## config.mk

```make
export PLATFORM = sky130hd
export DESIGN_NAME = jt12_timer_ab
export DESIGN_NICKNAME = d
export VERILOG_FILES = /design/src/rtl/jt12_timer_pkg.sv /design/src/rtl/jt12_timer_cnt.sv /design/src/rtl/jt12_timer_ab.sv
export SDC_FILE = /design/constraint.sdc
export NUM_CORES = 1
export LEC_CHECK = 0
export ABC_AREA = 1
export CAP_MARGIN = 20
export CORE_MARGIN = 4
export CORE_UTILIZATION = 50
export DETAILED_ROUTE_END_ITERATION = 8
export HOLD_SLACK_MARGIN = 0.06
export MAX_ROUTING_LAYER = met4
export PLACE_DENSITY = 0.87
export RECOVER_POWER = 50
export REMOVE_ABC_BUFFERS = 1
export SLEW_MARGIN = 20
export SYNTH_ARGS = -nofsm -noshare
export SYNTH_HDL_FRONTEND = slang
export SYNTH_SLANG_ARGS = --single-unit
```

## constraint.sdc

```tcl
create_clock -name clk -period 3.3 [get_ports clk]
set_input_delay 0.66 -clock clk [delete_from_list [all_inputs] [get_ports clk]]
set_output_delay 0.66 -clock clk [all_outputs]
set_load 0.005 [all_outputs]
```

## src/rtl/jt12_timer_pkg.sv

```systemverilog
// Shared constants and types for the FM Timer A / Timer B pair.
package jt12_timer_pkg;

  localparam int CNT_A_W  = 10;
  localparam int CNT_B_W  = 8;
  localparam int PRES_B_W = 4;

  localparam logic [CNT_A_W-1:0] CNT_A_MAX = 10'd1023;
  localparam logic [CNT_B_W-1:0] CNT_B_MAX = 8'd255;

  typedef enum logic {
    ST_STOP = 1'b0,
    ST_RUN  = 1'b1
  } timer_state_e;

endpackage

```

## src/rtl/jt12_timer_cnt.sv

```systemverilog
// One up-counting timer: load-edge detect, STOP/RUN state, optional
// prescaler (PRES_W = 0 removes it), counter with reload, overflow event.
// The overflow output is combinational; the parent registers it.
module jt12_timer_cnt
  import jt12_timer_pkg::*;
#(
  parameter int CNT_W  = 10,
  parameter int PRES_W = 0
) (
  input  logic             clk,
  input  logic             rst_n,
  input  logic             tick,
  input  logic             load,
  input  logic [CNT_W-1:0] value,
  output logic             ovf
);

  localparam logic [CNT_W-1:0] CNT_MAX = {CNT_W{1'b1}};
  localparam logic [CNT_W-1:0] CNT_ONE = {{(CNT_W-1){1'b0}}, 1'b1};

  logic             load_q, load_d;
  timer_state_e     state_q, state_d;
  logic [CNT_W-1:0] cnt_q, cnt_d;
  logic             edge_s, run_s, step_s, wrap_s;

  // Load edge against the registered copy; counting needs RUN with load still high.
  always_comb begin
    load_d = load;
    edge_s = load & ~load_q;
    run_s  = (state_q == ST_RUN) & load & ~edge_s;
    wrap_s = run_s & step_s & (cnt_q == CNT_MAX);
    ovf    = wrap_s;
  end

  // STOP/RUN next-state logic.
  always_comb begin
    state_d = state_q;
    case (state_q)
      ST_STOP: begin
        if (edge_s) state_d = ST_RUN;
        else        state_d = ST_STOP;
      end
      ST_RUN: begin
        if (!load) state_d = ST_STOP;
        else       state_d = ST_RUN;
      end
      default: state_d = ST_STOP;
    endcase
  end

  // Counter: a load edge wins over any coincident tick; reload on wrap.
  always_comb begin
    if (edge_s)              cnt_d = value;
    else if (wrap_s)         cnt_d = value;
    else if (run_s & step_s) cnt_d = cnt_q + CNT_ONE;
    else                     cnt_d = cnt_q;
  end

  generate
    if (PRES_W > 0) begin : g_pres
      localparam logic [PRES_W-1:0] PRES_ONE = {{(PRES_W-1){1'b0}}, 1'b1};
      logic [PRES_W-1:0] pres_q, pres_d;

      // Prescaler restarts on load and advances on every counted tick.
      always_comb begin
        if (edge_s)            pres_d = {PRES_W{1'b0}};
        else if (run_s & tick) pres_d = pres_q + PRES_ONE;
        else                   pres_d = pres_q;
      end

      assign step_s = tick & (pres_q == {PRES_W{1'b1}});

      // Prescaler register.
      always_ff @(posedge clk or negedge rst_n) begin
        if (!rst_n) pres_q <= {PRES_W{1'b0}};
        else        pres_q <= pres_d;
      end
    end else begin : g_nopres
      assign step_s = tick;
    end
  endgenerate

  // State, load copy and counter registers.
  always_ff @(posedge clk or negedge rst_n) begin
    if (!rst_n) begin
      load_q  <= 1'b0;
      state_q <= ST_STOP;
      cnt_q   <= {CNT_W{1'b0}};
    end else begin
      load_q  <= load_d;
      state_q <= state_d;
      cnt_q   <= cnt_d;
    end
  end

endmodule

```

## src/rtl/jt12_timer_ab.sv

```systemverilog
// FM Timer A (10-bit) and Timer B (8-bit, /16 prescaled) with overflow
// flags, active-low IRQ and a one-cycle Timer A overflow pulse for CSM.
module jt12_timer_ab #(
  parameter int CNT_A_W = jt12_timer_pkg::CNT_A_W,
  parameter int CNT_B_W = jt12_timer_pkg::CNT_B_W,
  parameter int PRES_B  = 16
) (
  input  logic               clk,
  input  logic               rst_n,
  input  logic               tick,
  input  logic [CNT_A_W-1:0] value_a,
  input  logic [CNT_B_W-1:0] value_b,
  input  logic               load_a,
  input  logic               load_b,
  input  logic               en_a,
  input  logic               en_b,
  input  logic               clr_a,
  input  logic               clr_b,
  output logic               flag_a,
  output logic               flag_b,
  output logic               irq_n,
  output logic               ovf_a
);

  localparam int PRES_W_B = $clog2(PRES_B);

  logic ovf_a_s, ovf_b_s;
  logic flag_a_q, flag_a_d, flag_b_q, flag_b_d;
  logic ovf_a_q, ovf_a_d, irq_n_q, irq_n_d;

  jt12_timer_cnt #(.CNT_W(CNT_A_W), .PRES_W(0)) u_cnt_a (
    .clk   (clk),
    .rst_n (rst_n),
    .tick  (tick),
    .load  (load_a),
    .value (value_a),
    .ovf   (ovf_a_s)
  );

  jt12_timer_cnt #(.CNT_W(CNT_B_W), .PRES_W(PRES_W_B)) u_cnt_b (
    .clk   (clk),
    .rst_n (rst_n),
    .tick  (tick),
    .load  (load_b),
    .value (value_b),
    .ovf   (ovf_b_s)
  );

  // Flag set beats clear; IRQ follows the registered flags one cycle later.
  always_comb begin
    if (ovf_a_s & en_a) flag_a_d = 1'b1;
    else if (clr_a)     flag_a_d = 1'b0;
    else                flag_a_d = flag_a_q;
    if (ovf_b_s & en_b) flag_b_d = 1'b1;
    else if (clr_b)     flag_b_d = 1'b0;
    else                flag_b_d = flag_b_q;
    ovf_a_d = ovf_a_s;
    irq_n_d = ~(flag_a_q | flag_b_q);
  end

  // Output registers.
  always_ff @(posedge clk or negedge rst_n) begin
    if (!rst_n) begin
      flag_a_q <= 1'b0;
      flag_b_q <= 1'b0;
      ovf_a_q  <= 1'b0;
      irq_n_q  <= 1'b1;
    end else begin
      flag_a_q <= flag_a_d;
      flag_b_q <= flag_b_d;
      ovf_a_q  <= ovf_a_d;
      irq_n_q  <= irq_n_d;
    end
  end

  assign flag_a = flag_a_q;
  assign flag_b = flag_b_q;
  assign ovf_a  = ovf_a_q;
  assign irq_n  = irq_n_q;

endmodule

```

# After elaboration in Yosys (flattened, before gate mapping)
# Cells that the tools add are included.
[classes]
add_sub_neg = 3
eq_ne = 3
n_mux = 18
bitwise = 22
n_reduce_logical = 5
[ops]
columns = ["cell", "count"]
rows = [
  ["$mux W10", 3],
  ["$mux W8", 3],
  ["$and A1 B1 Y1", 14],
  ["$add A10 B1 Y10 const B", 1],
  ["$eq A10 B10 Y1 const B", 1],
  ["$add A8 B1 Y8 const B", 1],
  ["$eq A8 B8 Y1 const B", 1],
  ["$mux W1", 8],
  ["$mux W4", 2],
  ["$not A1 Y1", 7],
  ["$reduce_bool A2 Y1", 3],
  ["$reduce_bool A3 Y1", 2],
  ["$add A4 B1 Y4 const B", 1],
  ["$eq A4 B4 Y1 const B", 1],
  ["$pmux W1 S2", 2],
  ["$or A1 B1 Y1", 1],
]
[word_totals]
register_bits = 30
input_bits = 27
output_inout_bits = 4
elab_cells = 62

# Depth between registers and ports, before layout
[depth]
depth_word = 8
mapped_depth = 10
ltp_nobuf = 10

# By module
# Synthesis repeated with hierarchy kept, for this count alone.
[unflattened]
cells_unflattened = 275
hier_area_um2 = 1939.4
[by_module_without_submodules]
columns = ["mod", "instances", "cells_per_inst", "area_each_um2", "seq_area_each_um2"]
rows = [
  ["jt12_timer_cnt at u_cnt_b", 1, 129, 905.9, 350.3],
  ["jt12_timer_cnt at u_cnt_a", 1, 133, 898.4, 300.3],
  ["jt12_timer_ab", 1, 13, 135.1, 101.3],
]

# Worst setup path after synthesis
# Ideal clock, no wire load.
[synth_timing]
path_type = "in2reg"
startpoint = "input port load_b"
endpoint = "register u_cnt_b.cnt_q[0]"
setup_ps = 118
arrival_ps = 1407
required_time_ps = 3182
setup_slack_ps = 1775
stages = 7
n_path_buf = 0
cell_sequence = "nand2_1 nor2_4 nand3_1 o21ai_4 nand2_1 nand3_1 nand2_1"
[synth_between]
elab_chain_len = 7
word_cells_on_any_way = 9
classes_between = "mux: 2; bitwise: 6; reduce/logical: 1"
[synth_rtl]
columns = ["item", "line", "text"]
rows = [
  ["start, declared", "jt12_timer_ab.sv:14", "input logic load_b,"],
  ["$and A1 B1 Y1", "jt12_timer_cnt.sv:29", "edge_s = load & ~load_q;"],
  ["$not A1 Y1", "jt12_timer_cnt.sv:30", "run_s = (state_q == ST_RUN) & load & ~edge_s;"],
  ["$and A1 B1 Y1", "jt12_timer_cnt.sv:30", ""],
  ["$and A1 B1 Y1", "jt12_timer_cnt.sv:31, jt12_timer_cnt.sv:55", ""],
  ["$and A1 B1 Y1", "jt12_timer_cnt.sv:31", "wrap_s = run_s & step_s & (cnt_q == CNT_MAX);"],
  ["$mux W8", "jt12_timer_cnt.sv:54", "else if (wrap_s) cnt_d = value;"],
  ["$mux W8", "jt12_timer_cnt.sv:53", "if (edge_s) cnt_d = value;"],
  ["end signal, assigned", "jt12_timer_cnt.sv:88", "cnt_q <= {CNT_W{1'b0}};"],
  ["end signal, assigned", "jt12_timer_cnt.sv:92", "cnt_q <= cnt_d;"],
  ["end, declared", "jt12_timer_cnt.sv:23", "logic [CNT_W-1:0] cnt_q, cnt_d;"],
]
# Parallel ways exist; a longest one is shown, timed or not.
# A chain may end at the register's enable or synchronous reset.

# Final worst setup path
[layout_timing]
startpoint = "input port load_a"
endpoint = "register u_cnt_a.cnt_q[3]"
[layout_between]
elab_chain_len = 7
word_cells_on_any_way = 9
classes_between = "mux: 2; bitwise: 6; reduce/logical: 1"
[layout_rtl]
columns = ["item", "line", "text"]
rows = [
  ["start, declared", "jt12_timer_ab.sv:13", "input logic load_a,"],
  ["$and A1 B1 Y1", "jt12_timer_cnt.sv:29", ""],
  ["$not A1 Y1", "jt12_timer_cnt.sv:30", ""],
  ["$and A1 B1 Y1", "jt12_timer_cnt.sv:30", ""],
  ["$and A1 B1 Y1", "jt12_timer_cnt.sv:31, jt12_timer_cnt.sv:55", ""],
  ["$and A1 B1 Y1", "jt12_timer_cnt.sv:31", ""],
  ["$mux W10", "jt12_timer_cnt.sv:54", ""],
  ["$mux W10", "jt12_timer_cnt.sv:53", ""],
  ["end signal, assigned", "jt12_timer_cnt.sv:88", ""],
  ["end signal, assigned", "jt12_timer_cnt.sv:92", ""],
  ["end, declared", "jt12_timer_cnt.sv:23", ""],
]
# Parallel ways exist; a longest one is shown, timed or not.

==> flow_summary.ini <==
[run_status]
outcome = complete, but fails checks
violations = capacitance limit, slew limit

[timing]
hold_violations = 0
setup_viol = 0
hold_slack_ns = 0.4065
slew_headroom = -0.04115
fmax_mhz = 438.6
worst_slew_pin_slew_ns = 1.562
fin_crit_sh = 0.6909
fin_setup_tns_ns = 0
final_max_slew_viol_count = 31
rsz0062_at_grt = false
period_needed_ns = 2.280
skew_ns = 0.01081

[placement]
place_area_mm2 = 0.002206
port_buffers = 30
gp_congestion = 0.8686
place_hpwl_mm = 2.764

[power_and_ir_drop]
p_clk_frac = 0.289
seqPwrFrac = 0.469
power.internal_w = 0.0007114
power.leakage_nw = 1.195
swShare = 0.3264
power_w = 0.001056
ir_drop_uv = 292.0
power_per_cell_area_mw_per_mm2 = 459.7
combPwrFrac = 0.242
p_sw_w = 0.0003446

[clock_network]
cts.sinks = 30
h-tree-depth = 2
postCtsSetupBuffers = 0
cts_resized = 0
cts.path.max_buffers = 2
cts-hold-fix-buffers = 0
clkSlewWorstSetupHoldPaths_ns = 0.06
worstSkewPairLatency_ns = 0.29
cts_tree = built
numCtsBuffers = 5
root_buffer = clkbuf_8

[synthesis]
synth.cell_area_mm2 = 0.001857
syn_inst = 267
synth.avg_cell_area_um2 = 6.954
ys_ff_latch = 30
seq_area_frac_synth = 0.4050
synth_edf_count = 0
post_synth_num_cell_types = 26
synthArstFlopShare = 1.000
yosysWarnings = 0
synth_ff_type = dfrtp_1

[setup_path]
slowest_delay_ns = 0.59
cpLargestDelayFamily = buffers and inverters
cp.required_ns = 3.47
crit_top_cell = nand2_1
crit_fanout = 11
worst-path-buf-inv = 4
crit_type = in2reg
startpoint_type = primary input
critPathArrivalTime_ns = 2.45
end_kind = flip-flop
crit_slowest_cell = dlygate4sd3_1
cp_cell_sequence = dlygate4sd3_1, inv_1, nor2_1, inv_1, nand2_1, clkinv_1, nand2_1, nand2_1

[final_layout]
fillCellCount = 299
diodes = 0
seq_area_um2 = 752.0
nets = 333
layout_common_cells = 103 x nand2_1, 42 x inv_1, 36 x nand3_1
finalInstanceArea_mm2 = 0.002297
area_delta_synth_final_pct = 23.72
multi_input_area_um2 = 915.9
drive_gt1_frac = 0.08882
layout_commonest_cell = nand2_1

[floorplan]
dieArea_mm2 = 0.004753
core_area_mm2 = 0.003468
die_x_um = 68.94
placement_rows = 21
floorplan.io_pins = 31
initial_core_util = 0.5354
die_y_um = 68.94

[route]
firstDrtPassIters = 4
drtIter0Drc = 96
totalWireLength_mm = 3.639
wire_per_inst_um = 10.40
drc = 0
vias = 1673
via_per_inst = 4.780
ant_nets = 0

[worst_hold_path]
hp-class = reg2reg

[grt]
grt_pass1_wl_mm = 5.996
grt_pass1_vias = 1462
grt_use_total = 0.1760
grt-ovfl-total = 0
antenna_found_initial = 0
grt_max_degree = 31

[flow_run]
cap_violations = 1
[cell usage after synthesis (all sizes together), types with 2 or more instances]
library cell  instances  area [µm²]
xnor2                 3       26.28
ha                    3       37.54
nand4                 2       12.51
inv                  45       168.9
nand2               109       429.2
xor2                  3       26.28
dfrtp                29       725.7
nor2                 20       105.1
nand3                37       190.2
a21oi                 2       10.01
o21ai                 7       57.55
buf                   2       16.26
[sequential cells by signal, summed over array words and instances, names as in the netlist]
register / flops
flag_a: 1
flag_b: 1
irq_n: 1
ovf_a: 1
u_cnt_a.cnt_q: 10
u_cnt_a.load_q: 1
u_cnt_a.state_q: 1
u_cnt_b.cnt_q: 8
u_cnt_b.g_pres.pres_q: 4
u_cnt_b.load_q: 1
u_cnt_b.state_q: 1
[routing by layer]
| metal | share of wire | vias to the layer above | global-route usage |
|---|---|---|---|
| li1 | - | 888 | - |
| met1 | 0.50 | 741 | 0.2213 |
| met2 | 0.43 | 38 | 0.2655 |
| met3 | 0.049 | 6 | 0.04376 |
| met4 | 0.020 | 0 | 0.08273 |
| met5 | 0 | - | - |
[area by class of cell]
type,instances,area share
multi-input combinational,189,0.3987
timing repair buffer,31,0.1324
clock inverter,2,0.005447
inverter,46,0.07516
clock buffer,6,0.03595
sequential,30,0.3273
tap,46,0.02505
[metrics by stage]
step | util | cells | worst slack (ns)
finish | 0.6623 | 350 | 1.020
floorplan | - | 265 | 1.641
CTS | 0.6634 | 350 | 1.090
detailed placement | 0.6360 | 342 | 0.7959
global placement | 0.6360 | 342 | 0.8695
global route | 0.6623 | 350 | 0.7218
[final timing paths]
path                                              start                              endpoint  slack [ns]  depth (start not counted)
setup / recovery                                 load_a          u_cnt_a.cnt_q[3]$_DFFE_PN0P_        1.02                          8
hold / removal                       flag_a$_DFFE_PN0P_                       irq_n$_DFF_PN1_        0.41                          1
setup reg to reg           u_cnt_a.cnt_q[0]$_DFFE_PN0P_          u_cnt_a.cnt_q[2]$_DFFE_PN0P_        1.63                          9
hold reg to reg                      flag_a$_DFFE_PN0P_                       irq_n$_DFF_PN1_        0.41                          1
max in group asynchronous                         rst_n          u_cnt_b.cnt_q[0]$_DFFE_PN0P_        1.10                          2
min in group asynchronous                         rst_n  u_cnt_b.g_pres.pres_q[1]$_DFFE_PN0P_        1.29                          2
[power by group through the flow]
| stage | combinational (W) | sequential, W | clock, W |
|---|---|---|---|
| floorplan | 0.000187 | 0.000485 | 0 |
| global placement | 0.000246 | 0.000498 | 0 |
| detailed placement | 0.000256 | 0.000500 | 0 |
| CTS | 0.000258 | 0.000493 | 0.000312 |
| global route | 0.000290 | 0.000503 | 0.000332 |
| finish | 0.000255 | 0.000495 | 0.000305 |
[logic make-up (layout without fill, tap and decap cells)]
family / count (synthesis) / after routing / synth area share
adder cells (fa/ha/maj): 3 / 3 / 0.02022
AO/OA/AOI/OAI: 11 / 11 / 0.04380
XOR/XNOR: 6 / 6 / 0.02831
buffers and inverters: 48 / 85 / 0.1017
AND/OR/NAND/NOR: 169 / 169 / 0.4009
flip-flops: 30 / 30 / 0.4050
Power figures use the tool's default switching activity.
